[src/rtl/cpu_bootloader.sv]
// cpu_bootloader: loads a program image, one word per strobe from asynchronous
// board pins, into CPU program memory through the CPU bl_* port. The CPU is
// held in programming mode for the whole session.
// Optional feature macro: CPU_BOOTLOADER_CHECKSUM_EN. When it is defined, one
// extra word is accepted after the image and compared with the modular sum of
// the image words; error_o reports a mismatch.
module cpu_bootloader #(
  parameter int DATA_WIDTH           = 4,
  parameter int MEMORY_ADDRESS_WIDTH = 4,
  parameter int MEMORY_REGISTERS     = 16,
  parameter int SYNC_STAGES          = 2
) (
  input  logic                            clk_i,
  input  logic                            reset_i,
  input  logic                            programm_i,
  input  logic                            strobe_i,
  input  logic [DATA_WIDTH-1:0]           data_i,
  output logic                            bl_programm_o,
  output logic [DATA_WIDTH-1:0]           bl_data_o,
  output logic [MEMORY_ADDRESS_WIDTH-1:0] bl_address_o,
  output logic                            bl_write_en_mem_o,
  output logic                            ack_o,
  output logic                            done_o,
  output logic                            error_o
);

  localparam logic [MEMORY_ADDRESS_WIDTH-1:0] LAST_ADDR =
    MEMORY_ADDRESS_WIDTH'(MEMORY_REGISTERS - 1);
  localparam logic [MEMORY_ADDRESS_WIDTH-1:0] ADDR_ONE =
    MEMORY_ADDRESS_WIDTH'(1);

`ifdef CPU_BOOTLOADER_CHECKSUM_EN
  typedef enum logic [2:0] {IDLE, RECEIVE, WRITE, CHECK, DONE} state_t;
  logic [DATA_WIDTH-1:0] checksum;
  logic                  error_q;
  assign error_o = error_q;
`else
  typedef enum logic [2:0] {IDLE, RECEIVE, WRITE, DONE} state_t;
  assign error_o = 1'b0;
`endif

  state_t                  state;
  logic [SYNC_STAGES-1:0]  programm_sync;
  logic [SYNC_STAGES-1:0]  strobe_sync;
  logic                    strobe_prev;
  logic                    programm_s;
  logic                    strobe_edge;

  assign programm_s  = programm_sync[SYNC_STAGES-1];
  assign strobe_edge = strobe_sync[SYNC_STAGES-1] & ~strobe_prev;

  // Synchronise the asynchronous pins and keep the previous strobe level
  // for rising-edge detection.
  always_ff @(posedge clk_i or negedge reset_i) begin
    if (!reset_i) begin
      programm_sync <= '0;
      strobe_sync   <= '0;
      strobe_prev   <= 1'b0;
    end else begin
      programm_sync <= {programm_sync[SYNC_STAGES-2:0], programm_i};
      strobe_sync   <= {strobe_sync[SYNC_STAGES-2:0], strobe_i};
      strobe_prev   <= strobe_sync[SYNC_STAGES-1];
    end
  end

  // Loader FSM with registered outputs. A low programm level overrides every
  // state, so aborts and the normal DONE release share one path to IDLE; this
  // also drops a capture that coincides with the release.
  always_ff @(posedge clk_i or negedge reset_i) begin
    if (!reset_i) begin
      state             <= IDLE;
      bl_programm_o     <= 1'b0;
      bl_data_o         <= '0;
      bl_address_o      <= '0;
      bl_write_en_mem_o <= 1'b0;
      ack_o             <= 1'b0;
      done_o            <= 1'b0;
`ifdef CPU_BOOTLOADER_CHECKSUM_EN
      checksum          <= '0;
      error_q           <= 1'b0;
`endif
    end else begin
      bl_write_en_mem_o <= 1'b0;
      if (!programm_s) begin
        state         <= IDLE;
        bl_programm_o <= 1'b0;
        bl_data_o     <= '0;
        bl_address_o  <= '0;
        ack_o         <= 1'b0;
        done_o        <= 1'b0;
`ifdef CPU_BOOTLOADER_CHECKSUM_EN
        checksum      <= '0;
        error_q       <= 1'b0;
`endif
      end else begin
        case (state)
          IDLE: begin
            state         <= RECEIVE;
            bl_address_o  <= '0;
            bl_programm_o <= 1'b1;
          end
          RECEIVE: begin
            if (strobe_edge) begin
              bl_data_o         <= data_i;
              bl_write_en_mem_o <= 1'b1;
              ack_o             <= ~ack_o;
              state             <= WRITE;
`ifdef CPU_BOOTLOADER_CHECKSUM_EN
              checksum          <= checksum + data_i;
`endif
            end
          end
          WRITE: begin
            if (bl_address_o == LAST_ADDR) begin
`ifdef CPU_BOOTLOADER_CHECKSUM_EN
              state  <= CHECK;
`else
              state  <= DONE;
              done_o <= 1'b1;
`endif
            end else begin
              bl_address_o <= bl_address_o + ADDR_ONE;
              state        <= RECEIVE;
            end
          end
`ifdef CPU_BOOTLOADER_CHECKSUM_EN
          CHECK: begin
            if (strobe_edge) begin
              ack_o   <= ~ack_o;
              error_q <= (data_i != checksum);
              done_o  <= 1'b1;
              state   <= DONE;
            end
          end
`endif
          DONE: begin
            done_o <= 1'b1;
          end
          default: state <= IDLE;
        endcase
      end
    end
  end

endmodule

[config.mk]
export PLATFORM = sky130hd
export DESIGN_NAME = cpu_bootloader
export DESIGN_NICKNAME = d
export VERILOG_FILES = /design/src/rtl/cpu_bootloader.sv
export SDC_FILE = /design/constraint.sdc
export NUM_CORES = 1
export LEC_CHECK = 0
export CAP_MARGIN = 20
export CORE_UTILIZATION = 46
export DETAILED_ROUTE_END_ITERATION = 7
export PLACE_DENSITY = 0.76
export SETUP_SLACK_MARGIN = 0.5
export SYNTH_ARGS = -nofsm -noshare
export SYNTH_HDL_FRONTEND = slang
export SYNTH_SLANG_ARGS = --single-unit
[constraint.sdc]
create_clock -name clk_i -period 1.64 [get_ports clk_i]
set_input_delay 0.164 -clock clk_i [delete_from_list [all_inputs] [get_ports clk_i]]
set_output_delay 0.164 -clock clk_i [all_outputs]
set_load 0.03 [all_outputs]
==> results of run 1 <==
## routing by layer
metal | up-vias | part of all wire, % | track usage (%)
met5 | - | 0 | 0
met4 | 0 | 1.3 | 7.88
met3 | 2 | 2.1 | 4.08
met2 | 10 | 47 | 26.2
met1 | 274 | 50 | 24.3
li1 | 276 | - | -
## metrics by stage
stage	instance area, um^2	instances	setup slack, ns	total power [W]
after global routing	1060	115	0.373	0.000871
after global placement	1010	107	0.328	0.000605
after floorplan	828	69	0.369	0.000563
after CTS	1060	115	0.463	0.000844
final	1060	115	0.466	0.000832
after detailed placement	1010	107	0.293	0.000607
## report_power, final
group	switching [W]	leakage (nW)	total (W)	internal [W]
clock	0.000142	0.0177	0.000233	0.0000908
combinational	0.0000515	0.222	0.0000982	0.0000467
sequential	0.0000157	0.241	0.000501	0.000485
## flip-flops by register name (all words and copies together), names as in the netlist
signal             count
strobe_sync            2
bl_programm_o          1
bl_data_o              4
done_o                 1
bl_write_en_mem_o      1
programm_sync          2
ack_o                  1
strobe_prev            1
state                  2
bl_address_o           4
## synth_stat cells (all sizes together)
| master | n |
|---|---|
| and3 | 2 |
| and2 | 2 |
| nand4 | 2 |
| nand3b | 1 |
| inv | 1 |
| o21ai | 3 |
| ha | 1 |
| a21oi | 3 |
| nor2 | 1 |
| a41o | 1 |
| conb | 1 |
| and2b | 1 |
| o32ai | 1 |
| buf | 5 |
| mux2i | 4 |
| and4bb | 1 |
| o211ai | 2 |
| o21a | 1 |
| nor3b | 1 |
| nand3 | 1 |
| nor2b | 6 |
| dfrtp | 19 |
| xor2 | 1 |
| nand2 | 5 |
| a21boi | 1 |
| clkbuf | 2 |
## final cells by class
cell class                      instances  area [um^2]  area share [%]
Clock buffer                            3         22.5            2.12
Clock inverter                          1         5.00           0.472
Inverter                                1         3.75           0.354
Multi-Input combinational cell         42          334            31.5
Sequential cell                        19          482            45.4
Tap cell                               24         30.0            2.83
Timing Repair Buffer                   25          184            17.3
## what timing repair did
item | 4_1_cts | 5_1_grt
setup buffers | 4 | 0
endpoints found under the setup margin | 24 | 14
resized for setup | 63 | 8
pin swaps | 0 | 2
## layout by cell type (no fill, tap or decap), drive strengths merged, types with 2 or more instances in the layout
cell type,synthesis,routed
mux2i,4,4
o21ai,3,3
o211ai,2,2
clkbuf,2,3
and3,2,2
nand4,2,2
a21oi,3,3
nor2b,6,6
and2,2,2
nand2,5,5
clkdlybuf4s50,0,7
buf,5,17
dfrtp,19,19
## critical path, delay by kind of cell, from the launching register on
kind	cells	cell delay, ns
AO/OA/AOI/OAI	1	0.19
adder cells (fa/ha/maj)	1	0.18
flip-flops	1	0.46
AND/OR/NAND/NOR	2	0.24
## kinds of logic after synthesis
kind of cell	after synthesis	share of synthesized area (%)
AOI/OAI and AO/OA	12	9.60
xor gates and xnor gates	1	1.98
adders and majority gates	1	1.52
buffers and inverters	8	6.55
DFF	19	57.9
muxes	4	4.88
other	1	0.457
and+or+nand+nor	23	17.1
## worst min-delay path by stage
stage                               start                     endpoint  slack, ns  cells past startpoint
2_1_floorplan                     reset_i            ack_o$_DFFE_PN0P_      -0.13                      0
3_5_place_dp   programm_sync[0]$_DFF_PN0_   programm_sync[1]$_DFF_PN0_       0.34                      0
4_1_cts                           reset_i  bl_address_o[0]$_DFFE_PN0P_       0.19                      2
6_report                          reset_i  bl_address_o[0]$_DFFE_PN0P_       0.19                      2
3_3_place_gp   programm_sync[0]$_DFF_PN0_   programm_sync[1]$_DFF_PN0_       0.34                      0
5_1_grt                           reset_i  bl_address_o[0]$_DFFE_PN0P_       0.21                      2
==> summary.txt, run 1 <==
Critical-path top delay cell: dfrtp_2
Share of cells above drive strength 1: 40.7%
Hold Slack: 0.187 ns
CTS H-tree depth: 1
Number of fill cells: 136
Overall Global Routing Usage: 17.5%
Worst setup path end: done_o$_DFFE_PN0P_
Num CTS Buffers: 3
Die H: 44.2 um
CP Capture Type: register
Final HPWL DP: 945 um
Worst hold path class: in -> async
PwrDens: 785 nW/um^2
Startpoint Class: register
Peak VDD IR: 0.000559 V
Clock Pin Slew Worst Setup and Hold Paths: 0.11 ns
Crit path largest cell delay: 0.46 ns
Final period util: 71.6%
Worst EP required: 1.83 ns
Critical path cell sequence: ha_4 -> and3_4 -> o211ai_1 -> nand2_1
Core Util, Final: 66.6%
Die width: 44.2 um
RSZ-0062 raised after global routing: true
Skew-Pair Late Insertion Delay: 0.29 ns
# diodes: 0
Final hold violations: 0
Final Slew Violations: 0
Setup Viol. Count Final: 0
Clock Skew: 0.00335 ns
# rows: 14
Remaining Overflow, GRT: 0
#FFs+latches synth: 19
Syn Nets: 78
Yosys warning total: 0
Worst r2r path cells: 4
Setup TNS: 0 ns
DR WL/cell: 12.7 um
Post-DRT Antenna Nets: 0
Synth area leader: dfrtp_1
CTS tree: done
Effective utilization at floorplan: 51.5%
Reg-to-reg startpoint: bl_address_o[1]$_DFFE_PN0P_
Post-CTS Hold Buffers: 0
Mapped cell area: 821 um^2
Top-area cell type share of the netlist area: 57.9%
Worst-path fanout max: 6
Post-synthesis sequential area ratio: 57.9%
Gp weighted congestion: 0.694
Pin count of the biggest net entering global routing: 20
Max Root-Sink Buffers: 2
Tmin final: 1.17 ns
I/O Buffers: 19
Post-route DRC violation count: 0
Root Buffer: clkbuf_4
Crit path from: bl_address_o[1]$_DFFE_PN0P_
Outcome: complete, no violations
Post-layout nets: 101
Total die area: 1960 um^2
Initial antenna violation count: 0
CTS sink count: 19
Reg-to-reg endpoint: done_o$_DFFE_PN0P_
Crit path DAT: 1.36 ns
Synth area leaders: dfrtp_1 (58%), mux2i_1 (4.9%), nor2b_1 (4.6%)
Detailed-route vias per instance: 4.89
Syn avg cell area: 11.9 um^2
Leakage: 0.481 nW
Synth cell types: 29
MaxCap Viol Count: 0
WL final: 1460 um
Mapped Cells: 69
DRT iter0 DRCs: 10
I/O pin total: 21
Total number of vias: 562
Number of global-route vias before repair: 548
Reg2reg setup slack: 0.47 ns
Area grow syn2layout: 29.3%
First-pass GRT wire length: 2440 um
WS Path Type: reg -> reg
Core area: 1590 um^2
Fmax: 0.852 GHz
Drt pass-1 iters: 6
Note: power is estimated with default switching activity, not from simulation.
==> run 2: changes to the inputs <==
==> constraint.sdc (replaced) <==
create_clock -name clk_i -period 1.1 [get_ports clk_i]
set_input_delay 0.11 -clock clk_i [delete_from_list [all_inputs] [get_ports clk_i]]
set_output_delay 0.11 -clock clk_i [all_outputs]
set_load 0.03 [all_outputs]
==> run 2 against run 1 <==
Against the previous run: the run now ends with setup timing left; clock power rose by 52%; sequential share of layout area fell by 7.2 points; die area did not move; utilization rose by 13 points; worst setup slack got worse by 0.55 ns; worst hold slack got worse by 0.061 ns; maximum frequency fell by 0.91%; total power rose by 57%; clock skew rose by 0.0020 ns; cell count rose by 10%; final area rose by 19%; critical endpoint is now bl_data_o[1]$_DFFE_PN0P_; highest routed layer unchanged.
==> summary.txt, run 2 (synthesis gave the netlist of run 1 again) <==
Skew-Pair Late Insertion Delay: 0.30 ns (about the same)
Final period util: 108% (+36 points)
# rows: 14 (unchanged)
Design Area, Final: 1260 um^2 (+19%)
Final Slew Violations: 0 (unchanged)
Setup Viol. Count Final: 11 (+11)
Setup ws final: -0.0843 ns (-0.551 ns)
Reg2reg setup slack: -0.08 ns (-0.55 ns)
Die width: 44.2 um (unchanged)
I/O pin total: 21 (unchanged)
Fmax: 0.844 GHz (-0.91%)
PwrDens: 1040 nW/um^2 (+32%)
Die H: 44.2 um (unchanged)
Clock Pin Slew Worst Setup and Hold Paths: 0.11 ns (about the same)
Worst EP required: 1.30 ns (-0.53 ns)
Outcome: finished with violations
Placed cell areas: 1050 um^2 (+4.2%)
RSZ-0062 raised after global routing: true
Failing checks: setup timing
Most frequent cells in the layout: buf_6 (17), dfrtp_1 (14), buf_4 (12)
Max Root-Sink Buffers: 2 (unchanged)
Reg-to-reg endpoint: bl_data_o[1]$_DFFE_PN0P_
WL final: 1800 um (+23%)
Post-route DRC violation count: 0 (unchanged)
Tmin final: 1.18 ns (+0.0107 ns)
Num CTS Buffers: 3 (unchanged)
First-pass GRT wire length: 2860 um (+17%)
Total die area: 1960 um^2 (unchanged)
Worst r2r path cells: 4 (unchanged)
Reg-to-reg startpoint: state[1]$_DFFE_PN0P_
Post-DRT Antenna Nets: 0 (unchanged)
Largest regs: bl_address_o: 4 flops, bl_data_o: 4 flops
Core area: 1590 um^2 (unchanged)
Effective utilization at floorplan: 51.5% (unchanged)
Critical-path top delay cell: dfrtp_1
Critical path cell sequence: and4bb_1 -> buf_4 -> mux2i_1 -> nor2b_1
Area grow syn2layout: 53.8%
Number of global-route vias before repair: 639 (+17%)
CTS H-tree depth: 1 (unchanged)
Final hold violations: 0 (unchanged)
DR WL/cell: 14.1 um (+12%)
MaxCap Viol Count: 0 (unchanged)
Remaining Overflow, GRT: 0 (unchanged)
Commonest non-fill, non-tap cell in the layout: buf_6
Pin count of the biggest net entering global routing: 20 (unchanged)
Clock Skew: 0.00533 ns (+0.00198 ns)
Leakage: 0.560 nW (+16%)
Initial antenna violation count: 0 (unchanged)
Gp weighted congestion: 0.779 (+12%)
Root Buffer: clkbuf_4
Crit path largest cell delay: 0.40 ns (-0.06 ns)
# diodes: 0 (unchanged)
Post-layout nets: 113 (+12%)
I/O Buffers: 19 (unchanged)
Drt pass-1 iters: 6 (unchanged)
Total number of vias: 656 (+17%)
CP Capture Type: register
Startpoint Class: register
CTS tree: done
Total power: 0.00131 W (+57%)
DP Worst Slack: -0.0635 ns (-0.357 ns)
Crit path DAT: 1.38 ns (+0.02 ns)
Overall Global Routing Usage: 20.7% (+3.2 points)
DRT iter0 DRCs: 22 (+12)
CTS sink count: 19 (unchanged)
Core Util, Final: 79.2% (+13 points)
WS Path Type: reg -> reg
Peak VDD IR: 0.000924 V (+65%)
Detailed-route vias per instance: 5.17 (+5.7%)
Final HPWL DP: 1020 um (+8.0%)
Worst hold path class: in -> async
Worst-path fanout max: 2 (-4)
Share of cells above drive strength 1: 50.5% (+9.8 points)
[run 2: changes by cell type in the layout (fill, tap and decap cells not counted), sizes merged]
cell / previous run / this run
buf: 17 / 30
clkbuf: 3 / 4
clkinv: 1 / 0
clkdlybuf4s15: 1 / 0
[run 2: stage by stage]
step	TNS [ns]	hold slack, ns	instances
final	-0.513	0.127	127
after CTS	-0.437	0.139	123
after global placement	-0.256	0.334	114
after detailed placement	-0.420	0.341	114
after global routing	-1.22	0.165	127
after floorplan	-1.14	-0.186	69
[run 2: final cells by class]
type	instances	area [um^2]
clock buffers	4	26.3
fillers	94	332
flip-flops and latches	19	482
inverters	1	3.75
repair buffers	37	367
well taps	24	30.0
multi-input cells	42	354
[run 2: what timing repair did]
action,CTS,global route
pin swaps,4,3
setup endpoints to repair,27,27
buffers inserted,5,4
hold buffers,0,0
gates resized for setup,31,8
[run 2: worst max path at each step]
stage	from	end	slack, ns	cells after the start
final	state[1]$_DFFE_PN0P_	bl_data_o[1]$_DFFE_PN0P_	-0.08	4
after global routing	strobe_prev$_DFF_PN0_	bl_data_o[0]$_DFFE_PN0P_	-0.19	4
after CTS	strobe_prev$_DFF_PN0_	bl_data_o[1]$_DFFE_PN0P_	-0.08	4
after detailed placement	strobe_prev$_DFF_PN0_	bl_data_o[0]$_DFFE_PN0P_	-0.06	4
after global placement	strobe_prev$_DFF_PN0_	bl_data_o[2]$_DFFE_PN0P_	-0.06	4
after floorplan	bl_address_o[1]$_DFFE_PN0P_	done_o$_DFFE_PN0P_	-0.16	5
[run 2: layer usage]
metal / share of wire, % / track usage [%] / vias to the layer above
met5: 0 / 0 / -
met4: 2.4 / 9.09 / 0
li1: - / - / 302
met1: 45 / 27.8 / 324
met2: 49 / 32.6 / 24
met3: 4.0 / 4.08 / 6
[run 2: critical path: cells and delay by family, from the launching register on]
kind | cells | cell delay [ns]
AND/OR/NAND/NOR | 2 | 0.38
flip-flops | 1 | 0.40
buffers and inverters | 1 | 0.13
multiplexers | 1 | 0.18
[run 2: power breakdown]
| group | switching (W) | internal, W | total, W |
|---|---|---|---|
| clock | 0.000211 | 0.000141 | 0.000353 |
| combinational | 0.0000994 | 0.000114 | 0.000213 |
| sequential | 0.0000185 | 0.000723 | 0.000742 |
==> run 3: changes to the inputs <==
--- a/config.mk
+++ b/config.mk
@@ -6,8 +6,10 @@
 export NUM_CORES = 1
 export LEC_CHECK = 0
 export CAP_MARGIN = 20
+export CORE_MARGIN = 8
 export CORE_UTILIZATION = 46
 export DETAILED_ROUTE_END_ITERATION = 7
+export GPL_ROUTABILITY_DRIVEN = 0
 export PLACE_DENSITY = 0.76
 export SETUP_SLACK_MARGIN = 0.5
 export SYNTH_ARGS = -nofsm -noshare
==> constraint.sdc (replaced) <==
create_clock -name clk_i -period 1.3 [get_ports clk_i]
set_input_delay 0.13 -clock clk_i [delete_from_list [all_inputs] [get_ports clk_i]]
set_output_delay 0.13 -clock clk_i [all_outputs]
set_load 0.03 [all_outputs]
==> run 3 against run 2 <==
Against the previous run: the flow now finishes without violations; worst hold slack gained 0.017 ns; sequential share of layout area grew 1.8 points; cell count shrank 3.1%; via count shrank 8.4%; final area shrank 5.1%; clock power shrank 16%; sequential power shrank 15%; highest routed layer unchanged.
==> summary.txt, run 3 (synthesis gave the netlist of run 1 again) <==
I/O pin total: 21 (unchanged)
CTS H-tree depth: 1 (unchanged)
Worst EP required: 1.49 ns (+0.19 ns)
Net Switching: 0.000273 W (-17%)
I/O Buffers: 19 (unchanged)
Outcome: complete, no violations
Pint: 0.000814 W (-17%)
Total die area: 3390 um^2 (+73%)
CTS sink count: 19 (unchanged)
Post-layout nets: 108 (-4.4%)
Register area: 479 um^2 (-0.52%)
Post-route DRC violation count: 0 (unchanged)
Reg-to-reg startpoint: state[1]$_DFFE_PN0P_
Largest regs: bl_address_o: 4 flops, bl_data_o: 4 flops
Number of global-route vias before repair: 597 (-6.6%)
Final period util: 93.3% (-14 points)
Worst-path fanout max: 7 (+5)
Area grow syn2layout: 46.0%
Non-Filler Instances: 123 (-3.1%)
DR WL/cell: 14.6 um (+3.4%)
Clock Skew: 0.00573 ns (+0.000402 ns)
Sw Ratio: 25.1% (-0.090 points)
Total number of vias: 601 (-8.4%)
Reg2reg setup slack: 0.09 ns (+0.17 ns)
Share of cells above drive strength 1: 43.9% (-6.6 points)
# rows: 15 (+1)
WL final: 1800 um (+0.11%)
WS Path Type: reg -> reg
Peak VDD IR: 0.000857 V (-7.3%)
Initial antenna violation count: 0 (unchanged)
CP Capture Type: register
Placed cell areas: 1050 um^2 (-0.36%)
Final Slew Violations: 0 (unchanged)
Drt pass-1 iters: 4 (-2)
Die width: 58.2 um (+32%)
Final hold violations: 0 (unchanged)
Worst r2r path cells: 4 (unchanged)
Overall Global Routing Usage: 11.4% (-9.3 points)
Pin count of the biggest net entering global routing: 20 (unchanged)
Remaining Overflow, GRT: 0 (unchanged)
Post-DRT Antenna Nets: 0 (unchanged)
Die H: 58.2 um (+32%)
Skew-Pair Late Insertion Delay: 0.30 ns (about the same)
Worst hold path class: in -> async
RSZ-0062 raised after global routing: true
First-pass GRT wire length: 2930 um (+2.7%)
Hold Slack: 0.144 ns (+0.0174 ns)
Final HPWL DP: 1220 um (+20%)
Most frequent cells in the layout: dfrtp_1 (16), buf_6 (15), buf_4 (10)
Multi-input logic area: 344 um^2 (-2.8%)
Core Util, Final: 70.2% (-9.0 points)
Post-CTS Hold Buffers: 0 (unchanged)
Root Buffer: clkbuf_4
CTS tree: done
Clock Pin Slew Worst Setup and Hold Paths: 0.11 ns (about the same)
Crit path DAT: 1.41 ns (+0.03 ns)
Number of fill cells: 114 (+21%)
Placed cells: 111 (-2.6%)
Startpoint Class: register
Clock power share: 27.4% (+0.4 points)
Core area: 1710 um^2 (+7.1%)
DRT iter0 DRCs: 9 (-59%)
Num CTS Buffers: 3 (unchanged)
Commonest non-fill, non-tap cell in the layout: dfrtp_1
Setup Viol. Count Final: 0 (-11)
Tmin final: 1.21 ns (+0.0285 ns)
Fmax: 0.825 GHz (-2.4%)
Max Root-Sink Buffers: 2 (unchanged)
Reg-to-reg endpoint: bl_data_o[0]$_DFFE_PN0P_
Effective utilization at floorplan: 48.1% (-3.4 points)
PwrDens: 907 nW/um^2 (-12%)
# diodes: 0 (unchanged)
Sequential power share: 57.9% (+1.2 points)
Combinational share of power: 14.7% (-1.6 points)
Setup TNS: 0 ns (+0.513 ns)
Leakage: 0.535 nW (-4.4%)
Design Area, Final: 1200 um^2 (-5.1%)
Detailed-route vias per instance: 4.89 (-5.4%)
MaxCap Viol Count: 0 (unchanged)
## run 3: cell count changes in the layout (fill, tap and decap cells not counted), sizes merged
cell  change
buf       -5
## run 3: worst max-delay path by stage
stage / start / end / slack, ns / depth (start not counted)
2_1_floorplan: bl_address_o[1]$_DFFE_PN0P_ / done_o$_DFFE_PN0P_ / 0.04 / 5
5_1_grt: strobe_prev$_DFF_PN0_ / bl_data_o[0]$_DFFE_PN0P_ / 0.04 / 4
3_5_place_dp: bl_address_o[1]$_DFFE_PN0P_ / bl_address_o[1] / 0.07 / 1
3_3_place_gp: bl_address_o[1]$_DFFE_PN0P_ / bl_address_o[1] / 0.09 / 1
4_1_cts: state[1]$_DFFE_PN0P_ / bl_data_o[0]$_DFFE_PN0P_ / 0.11 / 4
6_report: state[1]$_DFFE_PN0P_ / bl_data_o[0]$_DFFE_PN0P_ / 0.09 / 4
## run 3: layout make-up
type	count	area share [%]
flip-flops and latches	19	40.0
well taps	25	2.61
repair buffers	32	26.2
clock buffers	4	2.19
inverters	1	0.313
multi-input cells	42	28.7
## run 3: worst max-delay path, cell delays in order (launching register included)
cell	delay [ns]
dfrtp_1	0.41
and4bb_1	0.27
buf_6	0.14
mux2i_1	0.22
nor2b_1	0.07
## run 3: metrics by stage
step / worst slack, ns / total power [W]
finish: 0.0872 / 0.00109
floorplan: 0.0434 / 0.000716
global placement: 0.0927 / 0.000772
detailed placement: 0.0720 / 0.000775
CTS: 0.109 / 0.00109
global route: 0.0391 / 0.00115
## run 3: what timing repair did
item | 4_1_cts | 5_1_grt
resized for setup | 91 | 6
buffers inserted | 7 | 1
endpoints found under the hold margin | 0 | 0
setup endpoints to repair | 26 | 26
pin swaps | 5 | 1
## run 3: per-layer routing
layer | vias up | track usage, % | part of all wire (%)
met1 | 297 | 12.8 | 42
met5 | - | 0 | 0
met4 | 0 | 5.24 | 1.4
li1 | 291 | - | -
met2 | 9 | 18.5 | 52
met3 | 4 | 4.42 | 4.3
## run 3: power groups by stage
stage / Clock (W) / Combinational (W) / Sequential, W
3_3_place_gp: 0 / 0.000135 / 0.000638
4_1_cts: 0.000305 / 0.000155 / 0.000629
3_5_place_dp: 0 / 0.000136 / 0.000639
6_report: 0.000298 / 0.000160 / 0.000629
5_1_grt: 0.000341 / 0.000171 / 0.000633
2_1_floorplan: 0 / 0.0000619 / 0.000654
